===== config.mk =====
export PLATFORM = sky130hd
export DESIGN_NAME = dispatch_queue_flat
export DESIGN_NICKNAME = d
export VERILOG_FILES = /design/src/rtl/dispatch_queue_if.sv /design/src/rtl/dispatch_queue.sv /design/src/flat_wrapper.sv
export SDC_FILE = /design/constraint.sdc
export NUM_CORES = 1
export LEC_CHECK = 0
export CORE_ASPECT_RATIO = 1.5
export CORE_UTILIZATION = 56
export DETAILED_ROUTE_END_ITERATION = 6
export HOLD_SLACK_MARGIN = 0.15
export PLACE_DENSITY_LB_ADDON = 0.08
export SLEW_MARGIN = 20
export SYNTH_ARGS = -nofsm -noshare
export SYNTH_HDL_FRONTEND = slang
export SYNTH_SLANG_ARGS = --single-unit

===== constraint.sdc =====
create_clock -name clk -period 12.3 [get_ports clk]
set_input_delay 1.845 -clock clk [delete_from_list [all_inputs] [get_ports clk]]
set_output_delay 1.845 -clock clk [all_outputs]
set_load 0.01 [all_outputs]

===== src/rtl/dispatch_queue_if.sv =====
// Dual-issue decode -> dispatch queue interface, plus the shared decoded-entry type.
// slave = queue side, master = decoder/dispatch side.
package dispatch_queue_pkg;
   typedef struct packed {
      logic        inst_valid;
      logic [31:0] pc;
      logic [31:0] inst;
   } id_dispatch_t;
endpackage

interface dispatch_queue_if
   import dispatch_queue_pkg::*;
#(
   parameter int unsigned DEPTH = 8
);
   localparam int unsigned CntW = $clog2(DEPTH) + 1;

   logic [1:0]            push_en;
   id_dispatch_t [1:0]    push_data;
   logic                  push_ready;
   logic [1:0]            pop_en;
   id_dispatch_t [1:0]    dispatch_o;
   logic [1:0]            ages;
   logic                  empty;
   logic                  full;
   logic [CntW-1:0]       occupancy;

   modport slave (
      input  push_en, push_data, pop_en,
      output push_ready, dispatch_o, ages, empty, full, occupancy
   );

   modport master (
      output push_en, push_data, pop_en,
      input  push_ready, dispatch_o, ages, empty, full, occupancy
   );
endinterface


===== src/rtl/dispatch_queue.sv =====
// Dual-issue in-order instruction queue feeding dispatch; two-bank (even/odd) storage.
// Optional full-cycle perf counter enabled by defining DQUEUE_PERF_EN.
module dispatch_queue
   import dispatch_queue_pkg::*;
#(
   parameter int unsigned DEPTH = 8
) (
   input  logic             clk,
   input  logic             rst,
   input  logic             flush,
   dispatch_queue_if.slave  dq
`ifdef DQUEUE_PERF_EN
   ,
   output logic [31:0]      full_cycles
`endif
);
   localparam int unsigned PtrW = $clog2(DEPTH);
   localparam int unsigned RowW = PtrW - 1;
   localparam int unsigned Half = DEPTH / 2;
   localparam int unsigned CntW = PtrW + 1;

   logic [PtrW-1:0] head_q, head_d;
   logic [PtrW-1:0] tail_q, tail_d;
   logic [CntW-1:0] count_q, count_d;

   id_dispatch_t    mem_q [2][Half];

   logic [RowW-1:0] rd_row [2];
   logic [1:0]      slot_valid;
   logic [1:0]      oldest_mask;

   logic            push_ready;
   logic            push_fire;
   logic [1:0]      n_push;
   logic [1:0]      n_pop;
   id_dispatch_t    push_first;

   logic [1:0]      wr_en;
   logic [RowW-1:0] wr_row [2];
   id_dispatch_t    wr_data [2];
   logic [PtrW-1:0] wr_idx1;

   // Outputs depend only on registered state, keeping the dispatch -> pop_en loop acyclic.
   always_comb begin
      oldest_mask   = head_q[0] ? 2'b10 : 2'b01;
      push_ready    = (count_q <= CntW'(DEPTH - 2));
      rd_row[0]     = head_q[PtrW-1:1] + RowW'(head_q[0]);
      rd_row[1]     = head_q[PtrW-1:1];
      slot_valid[0] = head_q[0] ? (count_q >= CntW'(2)) : (count_q != '0);
      slot_valid[1] = head_q[0] ? (count_q != '0) : (count_q >= CntW'(2));
      for (int b = 0; b < 2; b++) begin
         dq.dispatch_o[b] = slot_valid[b] ? mem_q[b][rd_row[b]] : '0;
      end
      dq.ages       = oldest_mask;
      dq.push_ready = push_ready;
      dq.empty      = (count_q == '0);
      dq.full       = (count_q == CntW'(DEPTH));
      dq.occupancy  = count_q;
   end

   // Only 00, oldest-only and both (with enough valid entries) retire anything.
   always_comb begin
      n_pop = 2'd0;
      if (dq.pop_en == 2'b11) begin
         if (count_q >= CntW'(2)) n_pop = 2'd2;
      end else if (dq.pop_en == oldest_mask && count_q != '0) begin
         n_pop = 2'd1;
      end
   end

   always_comb begin
      push_fire  = push_ready && !flush;
      n_push     = push_fire ? ({1'b0, dq.push_en[0]} + {1'b0, dq.push_en[1]}) : 2'd0;
      push_first = dq.push_en[0] ? dq.push_data[0] : dq.push_data[1];
      wr_idx1    = tail_q + PtrW'(1);
      wr_en      = '0;
      wr_row[0]  = '0;
      wr_row[1]  = '0;
      wr_data[0] = '0;
      wr_data[1] = '0;
      // Consecutive indices always land in different banks, so each bank sees at most one write.
      if (n_push != 2'd0) begin
         wr_en[tail_q[0]]   = 1'b1;
         wr_row[tail_q[0]]  = tail_q[PtrW-1:1];
         wr_data[tail_q[0]] = push_first;
      end
      if (n_push == 2'd2) begin
         wr_en[wr_idx1[0]]   = 1'b1;
         wr_row[wr_idx1[0]]  = wr_idx1[PtrW-1:1];
         wr_data[wr_idx1[0]] = dq.push_data[1];
      end
   end

   always_comb begin
      if (flush) begin
         head_d  = '0;
         tail_d  = '0;
         count_d = '0;
      end else begin
         head_d  = head_q + PtrW'(n_pop);
         tail_d  = tail_q + PtrW'(n_push);
         count_d = count_q + CntW'(n_push) - CntW'(n_pop);
      end
   end

   always_ff @(posedge clk or posedge rst) begin
      if (rst) begin
         head_q  <= '0;
         tail_q  <= '0;
         count_q <= '0;
      end else begin
         head_q  <= head_d;
         tail_q  <= tail_d;
         count_q <= count_d;
      end
   end

   // Storage is deliberately unreset; reads are masked by count.
   always_ff @(posedge clk) begin
      for (int b = 0; b < 2; b++) begin
         if (wr_en[b]) mem_q[b][wr_row[b]] <= wr_data[b];
      end
   end

`ifdef DQUEUE_PERF_EN
   logic [31:0] full_cycles_q;

   always_ff @(posedge clk or posedge rst) begin
      if (rst) begin
         full_cycles_q <= '0;
      end else if (count_q == CntW'(DEPTH) && full_cycles_q != 32'hFFFF_FFFF) begin
         full_cycles_q <= full_cycles_q + 32'd1;
      end
   end

   assign full_cycles = full_cycles_q;
`endif

endmodule


===== src/flat_wrapper.sv =====
// flat-port wrapper written by rule: the top's interface ports become plain ports
module dispatch_queue_flat import dispatch_queue_pkg::*;
#(
   parameter int unsigned DEPTH = 8
)
  (clk, rst, flush, dq_push_en, dq_push_data, dq_pop_en, dq_push_ready, dq_dispatch_o, dq_ages, dq_empty, dq_full, dq_occupancy);
  dispatch_queue_if #(.DEPTH(DEPTH)) dq_i ();
  input  logic clk;
  input  logic rst;
  input  logic flush;
  input wire logic [$bits(dq_i.push_en)-1:0] dq_push_en;
  input wire logic [$bits(dq_i.push_data)-1:0] dq_push_data;
  input wire logic [$bits(dq_i.pop_en)-1:0] dq_pop_en;
  output wire logic [$bits(dq_i.push_ready)-1:0] dq_push_ready;
  output wire logic [$bits(dq_i.dispatch_o)-1:0] dq_dispatch_o;
  output wire logic [$bits(dq_i.ages)-1:0] dq_ages;
  output wire logic [$bits(dq_i.empty)-1:0] dq_empty;
  output wire logic [$bits(dq_i.full)-1:0] dq_full;
  output wire logic [$bits(dq_i.occupancy)-1:0] dq_occupancy;
  assign dq_i.push_en = dq_push_en;
  assign dq_i.push_data = dq_push_data;
  assign dq_i.pop_en = dq_pop_en;
  assign dq_push_ready = dq_i.push_ready;
  assign dq_dispatch_o = dq_i.dispatch_o;
  assign dq_ages = dq_i.ages;
  assign dq_empty = dq_i.empty;
  assign dq_full = dq_i.full;
  assign dq_occupancy = dq_i.occupancy;
  dispatch_queue #(.DEPTH(DEPTH)) u_core (.clk(clk), .rst(rst), .flush(flush), .dq(dq_i));
endmodule

# Word-level counts from Yosys, hierarchy flattened

Memories as Yosys holds them, arrays and structs flattened.
Index checks and enable logic that the tools add are counted.

$add $sub $neg: 7
Order comparisons: 16
Equality and inequality tests: 4
Muxes and demuxes: 47
Bitwise gates (word level): 9
Reductions and logical operators: 12

Operators with widths:

| operator                                                                      | count |
|---|---|
| 65-bit two-way mux                                                            | 11 |
| 260-bit two-way mux                                                           | 2 |
| 65-bit binary-select mux with 2-bit select                                    | 2 |
| 65-bit demux with 2-bit select                                                | 2 |
| 130-bit two-way mux                                                           | 2 |
| 130-bit AND                                                                   | 1 |
| 130-bit bitwise mux                                                           | 1 |
| 65-bit demux with 1-bit select                                                | 2 |
| 2-bit two-way mux                                                             | 8 |
| 3-bit greater-or-equal comparator (second input constant)                     | 4 |
| 4-bit two-way mux                                                             | 3 |
| 2-bit inverter with 3-bit output                                              | 4 |
| 1-bit logical AND                                                             | 8 |
| 1-bit two-way mux                                                             | 7 |
| 3-bit by 2-bit adder with 3-bit output                                        | 2 |
| 3-bit by 1-bit less-than comparator with 1-bit output (second input constant) | 2 |
| 3-bit two-way mux                                                             | 2 |
| 4-bit by 2-bit adder with 4-bit output                                        | 1 |
| 4-bit AND                                                                     | 1 |
| 4-bit bitwise mux                                                             | 1 |
| 2-bit demux with 1-bit select                                                 | 2 |
| 2-bit equality test (second input constant)                                   | 2 |
| 4-bit equality test (second input constant)                                   | 1 |
| 2-bit greater-or-equal comparator (second input constant)                     | 2 |
| other kinds (17)                                                              | 22 |

Bits in registers: 10
RAM bits: 520
Input port bits: 137
Output and inout bits: 139
Word-level logic and storage cells: 99
Memories: 1

Memories:

| name         | words | width | read ports | clocked after Yosys merged registers in | wr ports | line                 | source |
|---|---|---|---|---|---|---|---|
| u_core.mem_q | 2     | 260   | 2          | 0                                       | 2        | dispatch_queue.sv:26 | `id_dispatch_t mem_q [2][Half];` |

# Longest topological paths before layout

Gate-level depths: netlist (run 1).

Word-level depth: 15
Mapped depth: 12
Gate-level depth less buffers: 11

# Worst setup path after synthesis (run 1)

No wires, ideal clock.

Kind: input to register
Start point: in dq_push_en[0]
End point: mem u_core.mem_q[0][260] (netlist bit) (enable)
Library setup time: 0.688 ns
Arrival: 9.539 ns
Required time: 11.612 ns
Slack: 2.074 ns
Stages on the path: 4
Buffers on the path: 1
Cells stage by stage: ha_1 buf_2 nand2_1 a2111oi_1

RTL lines:

| what               | line                 | source |
|---|---|---|
| start: declaration | flat_wrapper.sv:11   | `input wire logic [$bits(dq_i.push_en)-1:0] dq_push_en;` |
| end: declaration   | dispatch_queue.sv:26 |  |

# Worst setup path after layout (run 1)

Start point: reg u_core.head_q[1]
End point: out dq_dispatch_o[52]

Word-level cells in the longest chain between the ends: 6

Ends and longest elaborated chain:

| what                                                   | line                  | source |
|---|---|---|
| start: declaration                                     | dispatch_queue.sv:22  | `logic [PtrW-1:0] head_q, head_d;` |
| start signal: assignment                               | dispatch_queue.sv:108 | `head_q <= '0;` |
| start signal: assignment                               | dispatch_queue.sv:112 | `head_q <= head_d;` |
| 2-bit by 1-bit adder with 2-bit output                 | dispatch_queue.sv:47  | `rd_row[0] = head_q[PtrW-1:1] + RowW'(head_q[0]);` |
| 2-bit inverter with 3-bit output (implied by the code) | dispatch_queue.sv:52  | `dq.dispatch_o[b] = slot_valid[b] ? mem_q[b][rd_row[b]] : '0;` |
| 65-bit binary-select mux with 2-bit select             | dispatch_queue.sv:52  |  |
| 65-bit two-way mux (implied by the code) (2 in series) | dispatch_queue.sv:52  |  |
| 65-bit two-way mux                                     | dispatch_queue.sv:52  |  |
| end: declaration                                       | flat_wrapper.sv:15    | `output wire logic [$bits(dq_i.dispatch_o)-1:0] dq_dispatch_o;` |

Every way passes these cells. The select of a mux whose other input is x is not followed.

==> results of run 1 <==
## flip-flops by register name, summed over array words and instances (netlist names)
register             flops
u_core.dq.occupancy      4
u_core.head_q            3
u_core.tail_q            3
u_core.mem_q           520
## cells in the mapped netlist, drive strengths merged (5+ instances only)
library cell / instances
mux4: 65
nor2b: 73
a32oi: 64
o22ai: 65
a2111oi: 5
dfrtp: 10
nor2: 71
mux2i: 133
nand3: 132
inv: 14
a21oi: 70
clkbuf: 39
edfxtp: 520
buf: 78
ha: 11
## critical path, delay by kind of cell (launching register included)
kind	cells	cell delay, ps
fa+ha+maj	1	390
mux	1	210
xor+xnor	1	180
buf+inv	2	1220
flops	1	900
compound gates	1	360
## layer usage
layer | GRT usage | wire length, um | vias up | share of wire
met4 | 0.0943 | 1730 | 0 | 0.032
met5 | 0 | 0 | - | 0
met3 | 0.0469 | 5040 | 95 | 0.092
met1 | 0.371 | 21500 | 6800 | 0.40
met2 | 0.416 | 26200 | 756 | 0.48
li1 | - | - | 5966 | -
## power by group through the flow
stage	clock, W	sequential, W	combinational [W]
after floorplan	0	0.00217	0.000895
after global placement	0	0.00219	0.00169
after detailed placement	0	0.00219	0.00170
after CTS	0.00141	0.00215	0.00171
after global routing	0.00148	0.00216	0.00181
final	0.00139	0.00215	0.00170
## how the worst max path moves through the flow
| stage | from | cells past startpoint | slack (ps) | endpoint |
|---|---|---|---|---|
| floorplan | dq_push_en[0] | 4 | 2070 | u_core.mem_q[0][260]$_DFFE_PP_ |
| global route | u_core.head_q[1]$_DFF_PP0_ | 6 | 6210 | dq_dispatch_o[62] |
| detailed placement | dq_push_en[0] | 8 | 6250 | u_core.mem_q[0][30]$_DFFE_PP_ |
| finish | u_core.head_q[1]$_DFF_PP0_ | 6 | 6470 | dq_dispatch_o[52] |
| global placement | dq_push_en[0] | 8 | 6290 | u_core.mem_q[0][159]$_DFFE_PP_ |
| CTS | u_core.head_q[1]$_DFF_PP0_ | 6 | 6410 | dq_dispatch_o[45] |
## area by class of cell
cell class                      instances  area [um2]
Clock buffer                           59        1260
Inverter                               14        52.6
Timing Repair Buffer                  296        2920
Sequential cell                       530       15900
Antenna cell                            1        2.50
Clock inverter                         21         178
Fill cell                            2692       12500
Tap cell                              500         626
Multi-Input combinational cell        723        6130
## per-stage QoR
step | hold slack (ps) | cells | area [um2] | setup WS, ps | util
4_1_cts | 710 | 2143 | 27000 | 6410 | 0.684
3_5_place_dp | 695 | 2063 | 25600 | 6250 | 0.647
6_report | 713 | 2144 | 27000 | 6470 | 0.684
5_1_grt | 736 | 2144 | 27000 | 6210 | 0.684
3_3_place_gp | 694 | 2063 | 25600 | 6290 | 0.647
2_1_floorplan | 587 | 1384 | 22500 | 2070 | -
## cells by family (layout without fill, tap and decap cells)
logic type,count (synthesis),after routing,share of synthesized area
DFF,530,530,0.704
and+or+nand+nor,291,291,0.0655
AOI/OAI and AO/OA,214,214,0.0639
muxes,199,199,0.126
buffers and inverters,131,390,0.0297
adders and majority gates,15,15,0.00966
xor gates and xnor gates,4,4,0.00155
other,0,1,0
==> impl_results.md, run 1 <==
* Clock network fraction of total power at 0.265
* Most common cell after layout, fill and taps aside: edfxtp_1
* Reg2reg path depth at 5
* Worst endpoint required time at 10450 ps
* Share of cells above drive strength 1 at 0.105
* Fin. max-slew vios at 0
* Unique cell type count in the Yosys netlist at 42
* Routed length per placed instance at 25.4 um
* Post-route antenna net violation count at 0
* H-tree Lvls at 2
* Reg power frac at 0.410
* Top-area cell type share of the netlist area at 0.693
* Combinational power share at 0.325
* Critical path peak fanout at 130
* Post-CTS Setup Inserts at 0
* Commonest cells after routing, fill and taps aside: edfxtp_1 (520), clkdlybuf4s50_1 (274), nand3_1 (132), mux2i_1 (131), nor2b_1 (73)
* Switch Pwr at 0.00159 W
* Crit Reg-Reg Startpoint: u_core.tail_q[0]$_DFF_PP0_
* Slowest stage delay, CP at 900 ps
* Die X at 166 um
* Number of global-route vias before repair at 13100
* Net Sw Frac at 0.303
* CP max stage cell: dfrtp_4
* Internal Pwr Total at 0.00366 W
* Number of synthesized flops with an enable pin at 520
* Initial antenna violation count at 1
* Reg-to-reg slack, setup at 8650 ps
* Seq/Total Area, Yosys at 0.704
* Initial drt markers at 1530
* Total power at 0.00525 W
* RSZ-0062 raised after global routing: no
* Die Y at 248 um
* Crit share post-route at 0.474
* CP Launch Type: flip-flop
* Fmax at 0.172 GHz
* Nets at 1763
* Clock Sinks at 530
* Failing checks: design-rule violations
* Dpl hpwl at 33500 um
* Kind of critical path: flip-flop to primary output
* Die ar. at 41100 um2
* P&R area growth vs syn at 20.0%
* Hold_buf cts at 0
* Ranking of synthesized cells by area: edfxtp_1 (69%), mux4_2 (6.5%), mux2i_1 (5.8%), nand3_1 (2.9%), a32oi_1 (2.5%)
* Critical path, cell by cell: ha_1, xor2_4, buf_12, mux2i_1, o22ai_1, clkdlybuf4s50_1
* Main synth FF type: edfxtp_1
* Reg2reg end: u_core.mem_q[0][160]$_DFFE_PP_
* DRT Pass-1 Iters at 7
* Final Hold Fails at 0
* Post-layout min period at 5830 ps
* Max-cap violations at 0
* Async set or reset register ratio after synthesis at 0.0189
* Wirelength, routed at 54500 um
* Hold endpoint: u_core.mem_q[0][459]$_DFFE_PP_
* Routed via count at 13600
* Worst setup EP type: primary output
* Worst Hold Path Cells at 1
* Core area at 39500 um2
* # IOs at 276
* Cell area after synthesis at 22500 um2
* Pwr/cell area at 194 nW/um2
* Max-slew headroom at 0.304
* Yosys synthesis warning count at 0
* CTS tree: done
* First-pass GRT wire length at 79600 um
* Worst hold path startpoint: u_core.tail_q[1]$_DFF_PP0_
* Initial Util at 0.570
* I/O Buffers at 275
* Cts repair resizes at 0
* Vias per Instance at 6.35
* Clk pin slew, worst setup/hold paths at 70 ps
* Pin count of the biggest net entering global routing at 131
* Post-Route Skew at 13.0 ps
* Slew @ Worst Pin at 1040 ps
* Critical Path AT at 3980 ps
* Drc violations at 12
* Clk Latency, worst-skew pair at 560 ps
* Synthesized area per cell at 16.3 um2
* Row count at 89
* Root buf cell: clkbuf_16
* Routability Congestion at 0.858
* Setup Viol. Count Final at 0
* Outcome: finished, violations left
* Global Route Usage Sum at 0.263
* Clock Path Buffers at 3
* Largest area contributor in the netlist: edfxtp_1
* Synth Register Bits at 530
* Max IR drop VDD at 0.204 mV
* Hold WC Path Type: flip-flop to flip-flop
* Mapped Cells at 1384
* TritonCTS buffer count at 46
* Post-route setup TNS at 0 ps
* Leakage at 8.42 nW
* Gr ovfl total at 0
* Syn nets at 1536
Note: power is estimated with default switching activity, not from simulation.
==> run 2, diff against run 1 <==
==> constraint.sdc (replaced) <==
create_clock -name clk -period 5.71 [get_ports clk]
set_input_delay 0.8565 -clock clk [delete_from_list [all_inputs] [get_ports clk]]
set_output_delay 0.8565 -clock clk [all_outputs]
set_load 0.01 [all_outputs]
==> run 2 against run 1 <==
Against the previous run: the flow still finishes with violations (design-rule violations); sequential power rose by 110%; setup slack lost 5500 ps; global-route usage up 0.91 points; combinational power rose by 120%; via count rose by 0.27%; flip-flop and latch count stayed put; critical path type unchanged; critical path depth increased by 1; die area stayed put; utilization up 0.73 points; non-clock buffer count up 9.
==> impl_results.md, run 2 (synthesized netlist as in run 1, its figures left out) <==
* Most common cell after layout, fill and taps aside: edfxtp_1
* Core area at 39500 um2
* Critical Path Source: u_core.head_q[1]$_DFF_PP0_
* Failing checks: design-rule violations
* Vias per Instance at 6.32
* Number of global-route vias before repair at 13400
* Max-slew headroom at 0.272
* First-pass GRT wire length at 82000 um
* Post-Route Skew at 20.5 ps
* Critical path, cell by cell: ha_1, xor2_4, buf_12, buf_12, mux2i_1, o22ai_1, clkdlybuf4s50_1
* Wirelength, routed at 56300 um
* Fillers at 2633
* Global Route Usage Sum at 0.272
* CP max stage cell: dfrtp_4
* Layout Cells excl Fill at 2159
* Post-CTS Setup Inserts at 0
* Slowest stage delay, CP at 820 ps
* Critical Path AT at 3870 ps
* Max reg flops at 520
* H-tree Lvls at 2
* Die ar. at 41100 um2
* Fin worst setup slack at 979 ps
* Routed via count at 13700
* Fin. max-slew vios at 0
* Seq. cell area at 15900 um2
* Slew @ Worst Pin at 1090 ps
* Final Hold Fails at 0
* TritonCTS buffer count at 48
* Hold_buf cts at 0
* # diodes at 0
* Fmax at 0.211 GHz
* Clock Sinks at 530
* Die X at 166 um
* Crit Reg-Reg Startpoint: u_core.dq.occupancy[3]$_DFF_PP0_
* Max IR drop VDD at 0.382 mV
* Kind of critical path: flip-flop to primary output
* Worst endpoint required time at 4850 ps
* P&R area growth vs syn at 21.3%
* Routed length per placed instance at 26.1 um
* Clock Path Buffers at 3
* Multi-input gate area at 6170 um2
* Worst setup EP type: primary output
* RSZ-0062 raised after global routing: no
* DRT Pass-1 Iters at 7
* Top cell by count, worst path: buf_12
* Gr ovfl total at 0
* Initial Util at 0.570
* Setup WS pre-CTS at 1490 ps
* Outcome: finished, violations left
* Pwr/cell area at 421 nW/um2
* Critical path peak fanout at 48
* CP Launch Type: flip-flop
* Root buf cell: clkbuf_16
* Initial antenna violation count at 0
* Clk pin slew, worst setup/hold paths at 60 ps
* Drc violations at 15
* Nets at 1774
* Post-route antenna net violation count at 0
* Cts repair resizes at 0
* Post-route setup TNS at 0 ps
* Leakage at 8.53 nW
* Cells after DPL at 2072
* Hold WC Path Type: primary input to asynchronous set/reset pin
* Die Y at 248 um
* Commonest cells after routing, fill and taps aside: edfxtp_1 (520), clkdlybuf4s50_1 (274), nand3_1 (132), mux2i_1 (131), nor2b_1 (73)
* Share of cells above drive strength 1 at 0.110
* Setup Viol. Count Final at 0
* CTS tree: done
* I/O Buffers at 275
* Routability Congestion at 0.861
* WHS at 616 ps
* Initial drt markers at 1341
* # IOs at 276
* Max-cap violations at 0
* Pin count of the biggest net entering global routing at 71
* Dpl hpwl at 35300 um
* Clk Latency, worst-skew pair at 570 ps
* Post-layout min period at 4730 ps
* Crit share post-route at 0.829
* Row count at 89
## run 2: cell count changes in the layout (fill, tap and decap cells not counted)
cell | before | now
buf_12 | 1 | 10
clkbuf_8 | 0 | 2
a2111oi_4 | 0 | 4
diode_2 | 1 | 0
clkbuf_1 | 10 | 9
clkinvlp_4 | 2 | 1
bufinv_16 | 3 | 4
a2111oi_2 | 5 | 0
a2111oi_1 | 0 | 1
clkinv_2 | 10 | 9
clkinv_1 | 6 | 13
## run 2: final cells by class
type | count | share of cell area
well taps | 500 | 0.0229
clock inverters | 27 | 0.00810
inverters | 14 | 0.00192
clock buffers | 60 | 0.0471
repair buffers | 305 | 0.113
flip-flops and latches | 530 | 0.581
multi-input cells | 723 | 0.226
## run 2: worst paths after layout
kind                                                     to  cells after the start  slack [ps]
min reg2reg                      u_core.tail_q[2]$_DFF_PP0_                      2         820
max reg2reg                u_core.dq.occupancy[3]$_DFF_PP0_                     11        2830
min                        u_core.dq.occupancy[1]$_DFF_PP0_                      2         620
min in group clk                 u_core.tail_q[2]$_DFF_PP0_                      2         820
max                                       dq_dispatch_o[41]                      7         980
max in group asynchronous        u_core.head_q[1]$_DFF_PP0_                      2        4730
## run 2: stage by stage
step	utilization	total power, W	cell area (um2)
5_1_grt	0.691	0.0119	27300
3_3_place_gp	0.653	0.00846	25800
4_1_cts	0.691	0.0116	27300
2_1_floorplan	-	0.00660	22600
3_5_place_dp	0.653	0.00849	25800
6_report	0.691	0.0115	27300
## run 2: where the power goes
group	internal, W	leakage (nW)	switching, W
logic	0.00172	2.79	0.00207
clock network	0.00177	0.741	0.00133
registers	0.00452	5.00	0.0000965
total	0.00801	8.53	0.00349
## run 2: critical path: cells and delay by family (launching register included)
kind,cells,cell delay [ps]
compound gates,1,200
xor+xnor,1,530
mux,1,100
fa+ha+maj,1,380
buf+inv,3,1250
flops,1,820
## run 2: routing by layer
metal  up-vias  GRT usage  wire, um
met4         0      0.108      2000
met1      6924      0.355     21900
met5         -          0         0
met3       102     0.0569      4640
li1       5994          -         -
met2       634      0.451     27800
==> run 3, diff against run 2 <==
--- a/config.mk
+++ b/config.mk
@@ -6,7 +6,7 @@
 export NUM_CORES = 1
 export LEC_CHECK = 0
 export CORE_ASPECT_RATIO = 1.5
-export CORE_UTILIZATION = 56
+export CORE_UTILIZATION = 50
 export DETAILED_ROUTE_END_ITERATION = 6
 export HOLD_SLACK_MARGIN = 0.15
 export PLACE_DENSITY_LB_ADDON = 0.08
==> constraint.sdc (replaced) <==
create_clock -name clk -period 3.9 [get_ports clk]
set_input_delay 0.585 -clock clk [delete_from_list [all_inputs] [get_ports clk]]
set_output_delay 0.585 -clock clk [all_outputs]
set_load 0.01 [all_outputs]
==> run 3 against run 2 <==
Against the previous run: the flow now finishes without violations; sequential power rose by 45%; flip-flop and latch count did not move; register-to-register slack got worse by 2000 ps; cell count rose by 4.8%; highest routed layer unchanged; count of clock-buffer cells in the layout fell by 3; global-route usage fell by 2.8 points.
==> impl_results.md, run 3 (synthesized netlist as in run 1, its figures left out) <==
* Routed length per placed instance at 25.1 um
* Global Route Usage Sum at 0.244
* DRT Pass-1 Iters at 7
* Die ar. at 45900 um2
* Fmax at 0.264 GHz
* H-tree Lvls at 2
* Crit share post-route at 0.973
* Vias per Instance at 6.03
* Post-Route Skew at 11.0 ps
* Kind of critical path: flip-flop to primary output
* Max IR drop VDD at 0.582 mV
* Critical Path AT at 3210 ps
* Pwr/cell area at 613 nW/um2
* Reg power frac at 0.393
* WHS at 345 ps
* Initial Util at 0.511
* Slew @ Worst Pin at 847 ps
* Clock network fraction of total power at 0.276
* Hold WC Path Type: primary input to asynchronous set/reset pin
* Crit Reg-Reg Startpoint: u_core.dq.occupancy[3]$_DFF_PP0_
* Share of cells above drive strength 1 at 0.128
* P&R area growth vs syn at 23.8%
* Post-route antenna net violation count at 0
* Leakage at 8.72 nW
* First-pass GRT wire length at 82600 um
* Max-slew headroom at 0.435
* Final Hold Fails at 0
* Fin worst setup slack at 107 ps
* Outcome: complete, no violations
* Gr ovfl total at 0
* Critical Path Source: u_core.dq.occupancy[2]$_DFF_PP0_
* # IOs at 276
* Worst setup EP type: primary output
* Post-layout min period at 3790 ps
* Routability Congestion at 0.874
* Die X at 175 um
* Fin. max-slew vios at 0
* Max reg flops at 520
* Nets at 1794
* Clock Sinks at 530
* Drc violations at 0
* Combinational power share at 0.331
* Internal Pwr Total at 0.0120 W
* Root buf cell: clkbuf_16
* Row count at 94
* Pin count of the biggest net entering global routing at 69
* Die Y at 262 um
* Number of global-route vias before repair at 13200
* Most common cell after layout, fill and taps aside: edfxtp_1
* Wirelength, routed at 56700 um
* CTS tree: done
* Setup Viol. Count Final at 0
* Dpl hpwl at 36600 um
* Initial drt markers at 1108
* I/O Buffers at 275
* Routed via count at 13700
* Worst endpoint required time at 3310 ps
* Net Sw Frac at 0.300
* Core area at 44100 um2
* Setup WS pre-CTS at 495 ps
* Clk Latency, worst-skew pair at 560 ps
* Switch Pwr at 0.00513 W
* Initial antenna violation count at 8
* Critical path peak fanout at 38
* Max-cap violations at 0
* Final instance area at 27900 um2
* Commonest cells after routing, fill and taps aside: edfxtp_1 (520), clkdlybuf4s50_1 (274), nand3_1 (132), mux2i_1 (131), nor2b_1 (73)
* CP Launch Type: flip-flop
* TritonCTS buffer count at 48
* Clock Path Buffers at 3
* Clk pin slew, worst setup/hold paths at 60 ps
* Placed Area at 26200 um2
run 3: layout make-up:
type,instances,area (um2)
Tap cell,576,721
Antenna cell,10,25.0
Inverter,14,57.6
Timing Repair Buffer,325,3430
Sequential cell,530,15900
Clock buffer,57,1260
Multi-Input combinational cell,723,6220
Clock inverter,27,309
Fill cell,3319,16200
run 3: timing repair:
action / in CTS / in global routing
hold buffers: 0 / 0
pin swaps: 0 / 2
resized for setup: 1 / 1
buffers inserted: 0 / 4
setup endpoints to repair: 33 / 13
run 3: final timing paths:
check / end / slack [ps] / cells past startpoint
worst max-delay path: dq_dispatch_o[43] / 110 / 7
worst min-delay path: u_core.dq.occupancy[3]$_DFF_PP0_ / 340 / 2
worst max register to register: u_core.dq.occupancy[3]$_DFF_PP0_ / 880 / 11
worst min register to register: u_core.head_q[0]$_DFF_PP0_ / 860 / 2
max in group asynchronous: u_core.head_q[2]$_DFF_PP0_ / 3180 / 2
min in group clk: u_core.mem_q[0][127]$_DFFE_PP_ / 680 / 3
run 3: power by group through the flow:
stage | Combinational (W) | Clock (W) | Sequential, W
floorplan | 0.00285 | 0 | 0.00682
global placement | 0.00559 | 0 | 0.00683
detailed placement | 0.00560 | 0 | 0.00684
CTS | 0.00564 | 0.00481 | 0.00672
global route | 0.00603 | 0.00500 | 0.00673
finish | 0.00566 | 0.00471 | 0.00672
run 3: per-stage QoR:
stage	utilization	setup TNS, ps	cells	power (W)
6_report	0.632	0	2262	0.0171
2_1_floorplan	-	-64000	1384	0.00967
4_1_cts	0.631	0	2248	0.0172
3_3_place_gp	0.595	0	2164	0.0124
5_1_grt	0.632	-1.19	2260	0.0178
3_5_place_dp	0.595	0	2164	0.0124
run 3: critical path: stages (launching register included):
cell and delay (ps):
dfrtp_1 400, inv_1 110, ha_1 180, nand2b_1 220
o21ai_4 680, buf_12 320, o22ai_1 180, clkdlybuf4s50_1 520
run 3: per-layer routing:
layer  vias up  part of all wire  track usage  routed length [um]
met2       565              0.48        0.382               27400
met1      6924              0.41        0.340               23400
met5         -                 0            0                   0
met4         0             0.036        0.106                2030
met3       118             0.067       0.0407                3810
li1       6044                 -            -                   -
